### src/rtl/raster_dcr_shadow.sv
// raster_dcr_shadow
//   Double-buffered DCR stage for the raster unit. Host DCR writes update a
//   staging register set; a write to the COMMIT address snapshots the staging
//   set into a NUM_SLOTS-deep circular queue. The raster unit consumes the
//   head snapshot one frame at a time, so the host can program frame N+1
//   while frame N is still rasterising.
//
// Ports
//   clk, reset            single clock, synchronous active-high reset
//   dcr_write_valid/addr/data   host DCR write bus (one write per cycle)
//   raster_*              head snapshot fields, all-zero while the queue is empty
//   dcrs_valid            queue non-empty, head presented on raster_*
//   dcrs_pop              consumer releases the head (ignored when empty)
//   pending_count         number of queued snapshots
//   overflow              sticky, set when a commit is dropped on a full queue
//
// Build options
//   RASTER_DCR_AUTOCOMMIT_EN  a write to SCISSOR_Y also commits, with the new
//                             ymin/ymax merged into the pushed snapshot.

module raster_dcr_shadow #(
  parameter string INSTANCE_ID = "",
  parameter int    NUM_SLOTS   = 2
) (
  input  logic                         clk,
  input  logic                         reset,
  input  logic                         dcr_write_valid,
  input  logic [11:0]                  dcr_write_addr,
  input  logic [31:0]                  dcr_write_data,
  output logic [31:0]                  raster_tbuf_addr,
  output logic [15:0]                  raster_tile_count,
  output logic [31:0]                  raster_pbuf_addr,
  output logic [15:0]                  raster_pbuf_stride,
  output logic [11:0]                  raster_dst_xmin,
  output logic [11:0]                  raster_dst_xmax,
  output logic [11:0]                  raster_dst_ymin,
  output logic [11:0]                  raster_dst_ymax,
  output logic                         dcrs_valid,
  input  logic                         dcrs_pop,
  output logic [$clog2(NUM_SLOTS):0]   pending_count,
  output logic                         overflow
);

  localparam int RASTER_ADDR_BITS      = 32;
  localparam int RASTER_TILE_BITS      = 16;
  localparam int VX_RASTER_STRIDE_BITS = 16;
  localparam int RASTER_DIM_BITS       = 12;
  localparam int PTR_W                 = $clog2(NUM_SLOTS);
  localparam int CNT_W                 = PTR_W + 1;
  localparam logic [CNT_W-1:0] FULL_COUNT = CNT_W'(NUM_SLOTS);

  localparam logic [11:0] VX_DCR_RASTER_TBUF_ADDR   = 12'h010;
  localparam logic [11:0] VX_DCR_RASTER_TILE_COUNT  = 12'h011;
  localparam logic [11:0] VX_DCR_RASTER_PBUF_ADDR   = 12'h012;
  localparam logic [11:0] VX_DCR_RASTER_PBUF_STRIDE = 12'h013;
  localparam logic [11:0] VX_DCR_RASTER_SCISSOR_X   = 12'h014;
  localparam logic [11:0] VX_DCR_RASTER_SCISSOR_Y   = 12'h015;
  localparam logic [11:0] VX_DCR_RASTER_COMMIT      = 12'h016;

  typedef struct packed {
    logic [RASTER_ADDR_BITS-1:0]      tbuf_addr;
    logic [RASTER_TILE_BITS-1:0]      tile_count;
    logic [RASTER_ADDR_BITS-1:0]      pbuf_addr;
    logic [VX_RASTER_STRIDE_BITS-1:0] pbuf_stride;
    logic [RASTER_DIM_BITS-1:0]       dst_xmin;
    logic [RASTER_DIM_BITS-1:0]       dst_xmax;
    logic [RASTER_DIM_BITS-1:0]       dst_ymin;
    logic [RASTER_DIM_BITS-1:0]       dst_ymax;
  } snap_t;

  snap_t             stg_q, stg_d;
  snap_t             slot_q [NUM_SLOTS];
  snap_t             slot_d [NUM_SLOTS];
  snap_t             head;
  logic [PTR_W-1:0]  rd_ptr_q, rd_ptr_d;
  logic [PTR_W-1:0]  wr_ptr_q, wr_ptr_d;
  logic [CNT_W-1:0]  count_q, count_d;
  logic              overflow_q, overflow_d;
  logic              commit_req, push_ok, pop_ok;

  // Staging decode. The pushed snapshot is taken from stg_d so that an
  // autocommit on SCISSOR_Y carries the y bounds written in the same cycle;
  // for a plain COMMIT stg_d equals stg_q.
  always_comb begin
    stg_d      = stg_q;
    commit_req = 1'b0;
    if (dcr_write_valid) begin
      case (dcr_write_addr)
        VX_DCR_RASTER_TBUF_ADDR:   stg_d.tbuf_addr   = dcr_write_data[RASTER_ADDR_BITS-1:0];
        VX_DCR_RASTER_TILE_COUNT:  stg_d.tile_count  = dcr_write_data[RASTER_TILE_BITS-1:0];
        VX_DCR_RASTER_PBUF_ADDR:   stg_d.pbuf_addr   = dcr_write_data[RASTER_ADDR_BITS-1:0];
        VX_DCR_RASTER_PBUF_STRIDE: stg_d.pbuf_stride = dcr_write_data[VX_RASTER_STRIDE_BITS-1:0];
        VX_DCR_RASTER_SCISSOR_X: begin
          stg_d.dst_xmin = dcr_write_data[0+:RASTER_DIM_BITS];
          stg_d.dst_xmax = dcr_write_data[16+:RASTER_DIM_BITS];
        end
        VX_DCR_RASTER_SCISSOR_Y: begin
          stg_d.dst_ymin = dcr_write_data[0+:RASTER_DIM_BITS];
          stg_d.dst_ymax = dcr_write_data[16+:RASTER_DIM_BITS];
`ifdef RASTER_DCR_AUTOCOMMIT_EN
          commit_req     = 1'b1;
`else
          commit_req     = 1'b0;
`endif
        end
        VX_DCR_RASTER_COMMIT:      commit_req = 1'b1;
        default: ;
      endcase
    end
  end

  // Queue control. A pop on a full queue frees the slot the simultaneous
  // push needs, so the push is accepted and no overflow is flagged.
  always_comb begin
    pop_ok     = dcrs_pop && (count_q != '0);
    push_ok    = commit_req && ((count_q != FULL_COUNT) || pop_ok);
    overflow_d = overflow_q || (commit_req && !push_ok);
    rd_ptr_d   = pop_ok  ? rd_ptr_q + PTR_W'(1) : rd_ptr_q;
    wr_ptr_d   = push_ok ? wr_ptr_q + PTR_W'(1) : wr_ptr_q;
    count_d    = count_q + CNT_W'(push_ok) - CNT_W'(pop_ok);
    slot_d     = slot_q;
    if (push_ok) begin
      slot_d[wr_ptr_q] = stg_d;
    end
  end

  always_ff @(posedge clk) begin
    if (reset) begin
      stg_q      <= '0;
      rd_ptr_q   <= '0;
      wr_ptr_q   <= '0;
      count_q    <= '0;
      overflow_q <= 1'b0;
    end else begin
      stg_q      <= stg_d;
      rd_ptr_q   <= rd_ptr_d;
      wr_ptr_q   <= wr_ptr_d;
      count_q    <= count_d;
      overflow_q <= overflow_d;
    end
  end

  // Slot storage needs no reset: it is only observed through the head mux,
  // which is gated by a non-zero count.
  always_ff @(posedge clk) begin
    slot_q <= slot_d;
  end

  always_comb begin
    head = '0;
    if (count_q != '0) begin
      head = slot_q[rd_ptr_q];
    end
  end

  assign dcrs_valid         = (count_q != '0);
  assign pending_count      = count_q;
  assign overflow           = overflow_q;
  assign raster_tbuf_addr   = head.tbuf_addr;
  assign raster_tile_count  = head.tile_count;
  assign raster_pbuf_addr   = head.pbuf_addr;
  assign raster_pbuf_stride = head.pbuf_stride;
  assign raster_dst_xmin    = head.dst_xmin;
  assign raster_dst_xmax    = head.dst_xmax;
  assign raster_dst_ymin    = head.dst_ymin;
  assign raster_dst_ymax    = head.dst_ymax;

endmodule

### config.mk
export PLATFORM = sky130hd
export DESIGN_NAME = raster_dcr_shadow
export DESIGN_NICKNAME = d
export VERILOG_FILES = /design/src/rtl/raster_dcr_shadow.sv
export SDC_FILE = /design/constraint.sdc
export NUM_CORES = 1
export LEC_CHECK = 0
export ABC_AREA = 0
export BUFFER_PORTS_ARGS = -buffer_cell sky130_fd_sc_hd__buf_2
export CAP_MARGIN = 10
export CORE_MARGIN = 2
export CORE_UTILIZATION = 53
export DETAILED_ROUTE_END_ITERATION = 16
export HOLD_SLACK_MARGIN = 0.12
export PLACE_DENSITY = 0.81
export SLEW_MARGIN = 25
export SYNTH_ARGS = -nofsm -noshare
export SYNTH_HDL_FRONTEND = slang
export SYNTH_SLANG_ARGS = --single-unit
### constraint.sdc
create_clock -name clk -period 16.6 [get_ports clk]
set_input_delay 4.15 -clock clk [delete_from_list [all_inputs] [get_ports clk]]
set_output_delay 4.15 -clock clk [all_outputs]
set_load 0.03 [all_outputs]
# After elaboration in Yosys (flattened, before gate mapping)
# Cells that the tools add are included.
# Widths: inputs -> output; s select.
op_classes:
  add_sub_neg: 4
  magnitude_cmp: 3
  eq_ne: 8
  n_mux: 16
  n_bitwise: 2
  n_reduce_logical: 8
ops:
  columns: ["cell", "n"]
  rows:
  - ["$mux 144", 6]
  - ["$bwmux 288", 1]
  - ["$demux 144 s1", 1]
  - ["$eq 12x5->1 const B", 7]
  - ["$mux 32", 2]
  - ["$mux 24", 2]
  - ["$mux 16", 2]
  - ["$ge 2x2->1 const B", 2]
  - ["$logic_and 1x1->1", 4]
  - ["$not 1->2", 2]
  - ["$add 1x1->1 const B", 2]
  - ["$add 2x1->2", 1]
  - ["$logic_or 1x1->1", 2]
  - ["$lt 2x1->1 const B", 1]
  - ["$mux 1", 2]
  - ["$ne 2x2->1 const B", 1]
  - ["$reduce_bool 2->1", 1]
  - ["$sub 2x1->2", 1]
  - ["$logic_not 1->1", 1]
totals:
  reg_bits: 437
  input_bits: 48
  elab_cells: 69

# Depth between registers and ports, before layout
# Gate-level depths: netlist (run 1).
depth:
  word_depth: 7
  depth_mapped: 9
  mapped_depth_nobuf: 9

# Least setup slack after synthesis (run 1)
# OpenSTA, ideal clock, no wires.
synth_path:
  path_type: "input -> register"
  from: "input dcr_write_addr[9]"
  to: "register slot_q[0] (netlist name) (enable)"
  setup_time_ns: 0.853
  t_arrival_ns: 15.233
  path_slack_ns: 0.514
  cell_stages: 3
  n_path_buf: 0
  cell_sequence: "nor4_4 > nand4_1 > nor3b_1"
synth_between:
  elab_chain_len: 4
synth_rtl:
  columns: ["item", "line", "text"]
  rows:
  - ["from (decl)", "28", "input logic [11:0] dcr_write_addr,"]
  - ["$eq 12x5->1", "88", "case (dcr_write_addr)"]
  - ["$mux 1", "88", null]
  - ["$mux 1", "87", "if (dcr_write_valid) begin"]
  - ["$logic_and 1x1->1", "116", "push_ok = commit_req && ((count_q != FULL_COUNT) || pop_ok);"]
  - ["to (signal assigned)", "146", "slot_q <= slot_d;"]
  - ["to (decl)", "72", "snap_t slot_q [NUM_SLOTS];"]
# No other way between the ends.
# A chain may end at the register's enable or synchronous reset.

# Final worst setup path (run 1)
layout_path:
  from: "register rd_ptr_q"
  to: "output raster_dst_ymin[9]"
layout_between:
  elab_chain_len: 5
layout_rtl:
  columns: ["item", "line", "text"]
  rows:
  - ["from (decl)", "75", "logic [PTR_W-1:0] rd_ptr_q, rd_ptr_d;"]
  - ["from (signal assigned)", "136", "rd_ptr_q <= rd_ptr_d;"]
  - ["$not 1->2 (implied by the code)", "152", "head = slot_q[rd_ptr_q];"]
  - ["$mux 144 (implied by the code) (3 in series)", "152", null]
  - ["$mux 144", "151", "if (count_q != '0) begin"]
  - ["to (decl)", "36", "output logic [11:0] raster_dst_ymin,"]
# No other way between the ends. The select of a mux whose other input is x is not followed.

==> metrics, run 1 <==
CP cell instances=buf_6 -> buf_6 -> mux2i_1 -> nor2_1 -> buf_2; Slew Limit Headroom=35.2%; gr ovfl total=0; Critical Path Fanout Max=65; DR iter-0 viols=682; sequential-to-total area share from yosys stat=66.0%; Core Region=32600 sq um; initial antenna violation count=1; outcome=complete, no violations; first-pass GRT wire length=58.0 mm; Root Buffer=clkbuf_16; Worst-path clk slew=0.06 ns; FF+latch count, synth=437; crit path launch type=flop; max_cap viols=0; Post-CTS Setup Inserts=0; critical path's slowest cell=buf_6; critical path class=reg -> out; fin nets=1462; Critical Path Sink=raster_dst_ymin[9]; RSZ-0062 raised after global routing=false; R2R Path End=slot_q[226]; Final ANT Viol Nets=0; Power, Total=2.20 mW; gpl congestion=0.784; Post-synth ARST share=0%; CP required=12.45 ns; TritonCTS clock tree=yes; Synth Flop Type=edfxtp_1; max incr delay on CP=0.69 ns; P&R area growth vs syn=16.2%; achievable frequency=136 MHz; post-layout min period=7.36 ns; part of the cycle the worst path needs=44.3%; wire per inst=19.7 um; Mapped Avg Cell Area=14.3 sq um; Final Hold Viols=0; Data arrival, critical path=3.21 ns; worst setup path start=rd_ptr_q; DP Wirelength=22.1 mm; synth unique cells=32; worst r2r src=pending_count[0]; Worst Path Buf+Inv=3; pwr/cell area=107 nW/um^2; largest net degree at the start of global routing=103; layout cell share with drive strength beyond 1=28.6%; Synth Cell Area=17600 sq um; Vias/cell=5.39; Reg area=11600 sq um; number of synthesized flops with an enable pin=288; Initial Util=54.0%; Hold Startpoint=stg_q[21]; # DRC=0; P_leak=7.50 nW; Multi-input gate area=5700 sq um; GRT Util Overall=21.2%; via count=10200; Rows=66; Port Buffers=195; syn nets=1282; critical path's most frequent cell=buf_6; Warnings, synthesis=0; Worst-Skew Late Latency=0.53 ns; die width=186 um; area of the die=34700 sq um; fin. max-slew vios=0; # diodes=0; I/O pin cnt=196; Inserted Clock Buffers=43; setup_tns=0 ns; post-cts sizing count=0; die height=186 um; drt pass-1 iters=5; Hold Buf Count CTS=0; flop2flop setup slack=13.99 ns; htree depth=2; HP Class=reg -> reg; number of stages on the worst setup path=5; Worst Max-Slew Pin Slew=0.972 ns; maximum vdd drop=0.0894 mV; Crit path max-delay family=buffers and inverters; skew final=0.00769 ns; vias in the first global route=10500; synthesized instance count=1233; CP Capture Type=output port; number of cells on the worst reg-to-reg path=4; final-report setup violation count=0; clk sink count=437; Clock Path Buffers=3; Fillers=2452; total wire length=37.2 mm
[metrics by stage]
| step | hold WS [ns] | cells | util (%) | area, sq um | setup slack [ns] |
|---|---|---|---|---|---|
| floorplan | 0.446 | 1233 | - | 17600 | 0.514 |
| global placement | 0.456 | 1809 | 58.2 | 19000 | 9.14 |
| detailed placement | 0.459 | 1809 | 58.2 | 19000 | 9.03 |
| CTS | 0.471 | 1888 | 62.7 | 20500 | 9.07 |
| global route | 0.477 | 1889 | 62.8 | 20500 | 9.05 |
| finish | 0.471 | 1889 | 62.8 | 20500 | 9.24 |
[worst reg2reg max path: cells and delay by family, from the launching register on]
kind                   cells  cell delay (ns)
DFF                        1             0.44
buffers and inverters      2             1.19
and+or+nand+nor            2             0.57
[cell usage in the layout, fill, tap and decap left out, types with 6 or more instances in the layout]
cell type	instances
nand3b_1	16
mux2_2	129
clkinv_1	6
nand2b_1	92
buf_2	194
buf_4	10
mux2_1	15
edfxtp_1	288
mux2i_1	208
o21ai_0	18
clkbuf_16	45
nor2_1	146
clkbuf_8	7
clkinv_2	7
dfxtp_1	148
nor2b_1	67
nand4_1	6
[power by group]
part / switching [mW] / leakage [nW] / internal (mW) / total, mW
clock: 0.398 / 0.723 / 0.604 / 1.00
combinational: 0.0385 / 3.59 / 0.0168 / 0.0554
sequential: 0.000290 / 3.18 / 1.14 / 1.15
[flip-flops by register name (all words and copies together) (netlist names)]
register and count:
rd_ptr_q 1, wr_ptr_q 1, pending_count 2, overflow 1, slot_q 288, stg_q 144
[cell families (layout without fill, tap and decap cells)]
kind of cell / count (synthesis) / in the layout / synth area share, %
DFF: 437 / 437 / 66.0
muxes: 352 / 352 / 21.0
and+or+nand+nor: 343 / 343 / 10.4
buffers and inverters: 77 / 291 / 1.80
AOI/OAI and AO/OA: 21 / 21 / 0.596
xor gates and xnor gates: 2 / 2 / 0.0994
adders and majority gates: 1 / 1 / 0.0710
[routing by layer]
layer | routed length (um) | GRT usage, % | vias up | share of wire (%)
li1 | - | - | 4787 | -
met1 | 16200 | 28.1 | 5041 | 43
met2 | 18400 | 36.1 | 288 | 49
met3 | 1810 | 3.37 | 57 | 4.9
met4 | 906 | 6.46 | 0 | 2.4
met5 | 0 | 0 | - | 0
[area by class of cell]
type | instances | area share [%]
clock buffer | 57 | 6.06
clock inverter | 22 | 1.17
inverter | 3 | 0.0794
multi-input combinational | 719 | 27.8
sequential | 437 | 56.8
tap | 442 | 2.70
timing repair buffer | 209 | 5.42
[Yosys cell counts, types with 15 or more instances]
master	count	area share, %
nand2b_1	92	3.3
nor2_1	147	3.1
buf_2	16	0.45
buf_1	15	0.32
nand3b_1	16	0.68
nor2b_1	67	2.4
o21ai_0	18	0.51
mux2_1	15	0.96
mux2i_1	208	12
clkbuf_1	41	0.87
dfxtp_1	149	17
edfxtp_1	288	49
mux2_2	129	8.2
[how the worst min path moves through the flow]
stage / end / slack (ns) / cells after the start
floorplan: stg_q[42] / 0.45 / 2
global placement: stg_q[24] / 0.46 / 2
finish: stg_q[21] / 0.47 / 2
detailed placement: stg_q[39] / 0.46 / 2
global route: stg_q[43] / 0.48 / 2
CTS: stg_q[43] / 0.47 / 2
No activity file was read; power rests on OpenSTA's default activity.
==> inputs of run 2 (changes only) <==
ABC_AREA = 1   (was 0)
CORE_UTILIZATION = 55   (was 53)
PLACE_DENSITY = 0.8   (was 0.81)
clock period = 6.8 ns   (was 16.6 ns; I/O delays follow)
==> metrics, run 2 <==
TritonCTS clock tree=yes; post-cts sizing count=0; HP Class=reg -> reg; DP Wirelength=27.9 mm; critical path class=reg -> out; Fillers=2543; Port Buffers=195; drt pass-1 iters=8; placed insts=2474; cell with the most instances after synthesis=nand2_1; Post-synth ARST share=0%; part of the cycle the worst path needs=69.0%; fin nets=2129; top area cells in the synthesized netlist=edfxtp_1 47%, dfxtp_1 16%, nand2_1 12%; wire per inst=18.3 um; crit path launch type=flop; CP required=5.10 ns; pre-CTS setup slack=2.11 ns; number of cells on the worst reg-to-reg path=4; sequential-to-total area share from yosys stat=63.8%; Crit path max-delay family=buffers and inverters; post-layout min period=4.69 ns; largest net degree at the start of global routing=134; initial antenna violation count=1; Min-Delay Path Depth=2; Clock Path Buffers=3; most frequent cells in the layout=584 x nand2_1, 326 x inv_1, 288 x edfxtp_1, 194 x buf_2, 153 x nor2_1; worst setup path start=rd_ptr_q; main combinational cell family by area after synthesis=simple AND/OR/NAND/NOR gates; FF+latch count, synth=437; most common cell after layout, fill and taps aside=nand2_1; # diodes=0; clk sink count=437; htree depth=2; # DRC=0; max incr delay on CP=0.78 ns; critical path's slowest cell=inv_4; synthesized-area fraction occupied by xor and xnor cells=0.0481%; total wire length=46.9 mm; via count=13800; P&R area growth vs syn=13.6%; Post-synth top cells=584 x nand2_1, 326 x inv_1, 288 x edfxtp_1; Synth Flop Type=edfxtp_1; Rows=66; P_leak=9.90 nW; synth unique cells=26; Final Hold Viols=0; layout cell share with drive strength beyond 1=14.1%; synthesized instance count=1942; pwr/cell area=300 nW/um^2; adder-cell share of the synthesized area=0.0687%; Worst-Skew Late Latency=0.54 ns; Inserted Clock Buffers=44; vias in the first global route=13000; Final Non-Filler Cells=2558; Core Region=32600 sq um; gpl congestion=0.782; skew final=0.0179 ns; Vias/cell=5.40; Final ANT Viol Nets=0; worst r2r src=pending_count[0]; post-synth top area share=47.5%; number of synthesized flops with an enable pin=288; Slew Limit Headroom=32.9%; Worst Max-Slew Pin Slew=1.01 ns; first-pass GRT wire length=71.0 mm; Reg with most FFs=slot_q; Data arrival, critical path=2.99 ns; syn nets=1991; Mapped Avg Cell Area=9.38 sq um; number of stages on the worst setup path=5; CP cell instances=inv_4 -> buf_4 -> nand2_1 -> a21oi_1 -> buf_2; die width=186 um; fin. max-slew vios=0; achievable frequency=213 MHz; post-route setup slack=2.11 ns; die height=186 um; Hold Startpoint=overflow; Hold Buf Count CTS=0; mux contribution to synthesized area=0%; final core occ=63.5%; Synth Cell Area=18200 sq um; Yosys top cell by area=edfxtp_1; Warnings, synthesis=0; final-report setup violation count=0; compound-cell area share of the yosys netlist=4.09%; setup_tns=0 ns; Root Buffer=clkbuf_16; max_cap viols=0; max reg flops=288; GRT Util Overall=26.9%; hold slack=0.479 ns; Post-CTS Setup Inserts=0; area of the die=34600 sq um; DR iter-0 viols=1780; Critical Path Fanout Max=82; gr ovfl total=0; Worst Path Buf+Inv=3; I/O pin cnt=196; Synth Area in Simple Gates=21.3%; CP Capture Type=output port; Initial Util=55.9%; maximum vdd drop=0.190 mV; outcome=complete, no violations; RSZ-0062 raised after global routing=false; Worst-path clk slew=0.06 ns
-- run 2: layout make-up --
cell class | count | area, sq um | area share (%)
sequential | 437 | 11600 | 56.2
timing repair buffer | 212 | 1180 | 5.68
clock inverter | 18 | 144 | 0.695
clock buffer | 64 | 1260 | 6.07
tap | 442 | 553 | 2.67
multi-input combinational | 1052 | 4680 | 22.6
inverter | 333 | 1250 | 6.05
-- run 2: metrics by stage --
stage	instance area, sq um	power, mW
after detailed placement	19300	3.91
final	20700	6.20
after CTS	20700	6.21
after floorplan	18200	3.55
after global placement	19300	3.91
after global routing	20700	6.38
-- run 2: worst paths after layout --
path                     endpoint  slack [ns]
max reg2reg            slot_q[62]        4.33
max          raster_pbuf_addr[24]        2.11
min                      overflow        0.48
min reg2reg              overflow        0.48
-- run 2: cells by family after synthesis --
| kind of cell | Yosys count |
|---|---|
| xor+xnor | 1 |
| simple gates | 901 |
| flops | 437 |
| compound gates | 149 |
| buf+inv | 453 |
| fa+ha+maj | 1 |
-- run 2: power by group --
part           switching (mW)  internal, mW
logic                   0.824         0.216
registers              0.0193          2.80
clock network           0.980          1.36
-- run 2: per-layer routing --
layer / part of all wire [%] / GRT usage, % / up-vias
li1: - / - / 6475
met1: 39 / 36.6 / 6424
met4: 3.7 / 10.2 / 2
met3: 11 / 5.67 / 113
met2: 46 / 42.7 / 799
met5: 0.026 / 0 / -
-- run 2: tightest hold or removal path, cell delays in order (launching register included) --
cell and delay, ns:
dfxtp_1 0.33, inv_1 0.05, a21oi_1 0.05
==> inputs of run 3 (changes only) <==
CORE_UTILIZATION = 53   (was 55)
PLACE_DENSITY = 0.81   (was 0.8)
clock period = 4.02 ns   (was 6.8 ns; I/O delays follow)
==> metrics, run 3 (synthesized netlist as in run 2, its figures left out) <==
outcome=complete, no violations; number of stages on the worst setup path=5; CP cell instances=inv_4 -> buf_4 -> nand2_1 -> a21oi_1 -> buf_2; RSZ-0062 raised after global routing=false; Final Hold Viols=0; gpl congestion=0.812; P_int=7.40 mW; Rows=67; Worst Max-Slew Pin Slew=0.856 ns; clock power share=37.6%; initial antenna violation count=2; P_leak=9.95 nW; first-pass GRT wire length=72.7 mm; CP required=3.01 ns; GRT Util Overall=26.2%; post-layout min period=3.48 ns; P&R area growth vs syn=14.4%; DR iter-0 viols=1667; number of cells on the worst reg-to-reg path=10; wire per inst=18.5 um; vias in the first global route=13700; fin. max-slew vios=0; skew final=0.0194 ns; Worst-path clk slew=0.05 ns; grt met1 use=34.7%; total wire length=47.5 mm; Clock Path Buffers=3; drt pass-1 iters=5; fin nets=2136; Inserted Clock Buffers=44; post-route setup slack=0.536 ns; TritonCTS clock tree=yes; CP Capture Type=output port; most common cell after layout, fill and taps aside=nand2_1; Data arrival, critical path=2.48 ns; clk sink count=437; GRT met2 Usage=43.1%; most used routing layer=met2; Reg with most FFs=slot_q; # DRC=0; Final ANT Viol Nets=0; pwr/cell area=503 nW/um^2; Initial Util=54.1%; Min-Delay Path Depth=2; Non-Filler Cell Area, Final=20800 sq um; layout cell share with drive strength beyond 1=14.5%; area of the die=35900 sq um; htree depth=2; grt met3 use=4.15%; Gate power share=17.1%; part of the cycle the worst path needs=86.7%; crit path launch type=flop; Hold Buf Count CTS=0; Slew Limit Headroom=42.8%; HP Class=reg -> reg; Worst-Skew Late Latency=0.55 ns; switching part of the total power=29.4%; max_cap viols=0; # diodes=0; placed cell area=19500 sq um; setup_tns=0 ns; DP Wirelength=28.8 mm; Crit path max-delay family=buffers and inverters; Vias/cell=5.45; critical path class=reg -> out; Root Buffer=clkbuf_16; die width=189 um; most frequent cells in the layout=584 x nand2_1, 325 x inv_1, 288 x edfxtp_1, 194 x buf_2, 151 x nor2_1; pre-CTS setup slack=0.905 ns; critical path's slowest cell=inv_4; gr ovfl total=0; Critical Path Fanout Max=58; die height=189 um; post-cts sizing count=0; Seq pwr share=45.3%; final-report setup violation count=0; Sw Pwr=3.08 mW; Core Region=33700 sq um; Worst Path Buf+Inv=3; hold slack=0.461 ns; max reg flops=288; I/O pin cnt=196; Post-CTS Setup Inserts=0; largest net degree at the start of global routing=147; maximum vdd drop=0.371 mV; Port Buffers=195; max incr delay on CP=0.50 ns; achievable frequency=287 MHz; via count=14000
## run 3: changes by cell type in the layout (fill, tap and decap cells not counted), moves of 2 or more
cell,before,now
buf_12,4,11
clkbuf_8,6,9
clkinv_1,7,5
inv_6,3,0
inv_8,0,2
nor2_1,153,151
## run 3: final timing paths
kind	from	endpoint	slack, ns
max reg2reg	pending_count[1]	pending_count[1]	1.91
min reg2reg	overflow	overflow	0.46
max	rd_ptr_q	raster_dst_xmax[4]	0.54
min	overflow	overflow	0.46
## run 3: power groups by stage
stage / Combinational [mW] / Clock, mW / Sequential (mW)
after floorplan: 1.16 / 0 / 4.84
after global placement: 1.78 / 0 / 4.84
after detailed placement: 1.79 / 0 / 4.84
after CTS: 1.80 / 3.94 / 4.74
after global routing: 1.90 / 4.12 / 4.74
final: 1.79 / 3.94 / 4.74
## run 3: final cells by class
| class | count | area (sq um) |
|---|---|---|
| clock buffer | 67 | 1300 |
| multi-input combinational | 1052 | 4700 |
| sequential | 437 | 11600 |
| tap | 448 | 561 |
| timing repair buffer | 219 | 1300 |
| fill | 2704 | 12900 |
| clock inverter | 13 | 91.3 |
| inverter | 333 | 1260 |
## run 3: through the flow
stage	std cells	utilization, %	total power, mW
global route	2569	61.8	10.8
finish	2569	61.8	10.5
floorplan	1942	-	6.01
global placement	2489	57.7	6.62
CTS	2569	61.8	10.5
detailed placement	2489	57.7	6.63
## run 3: layer usage
metal / part of all wire (%) / vias to the layer above
li1: - / 6496
met1: 39 / 6610
met2: 48 / 804
met3: 9.9 / 103
met4: 3.7 / 0
met5: 0 / -
## run 3: worst register-to-register path, delay by kind of cell (launching register included)
kind / cells / cell delay [ns]
XOR/XNOR: 1 / 0.17
AND/OR/NAND/NOR: 6 / 0.71
flip-flops: 1 / 0.36
adder cells (fa/ha/maj): 1 / 0.20
AO/OA/AOI/OAI: 1 / 0.07
buffers and inverters: 1 / 0.50
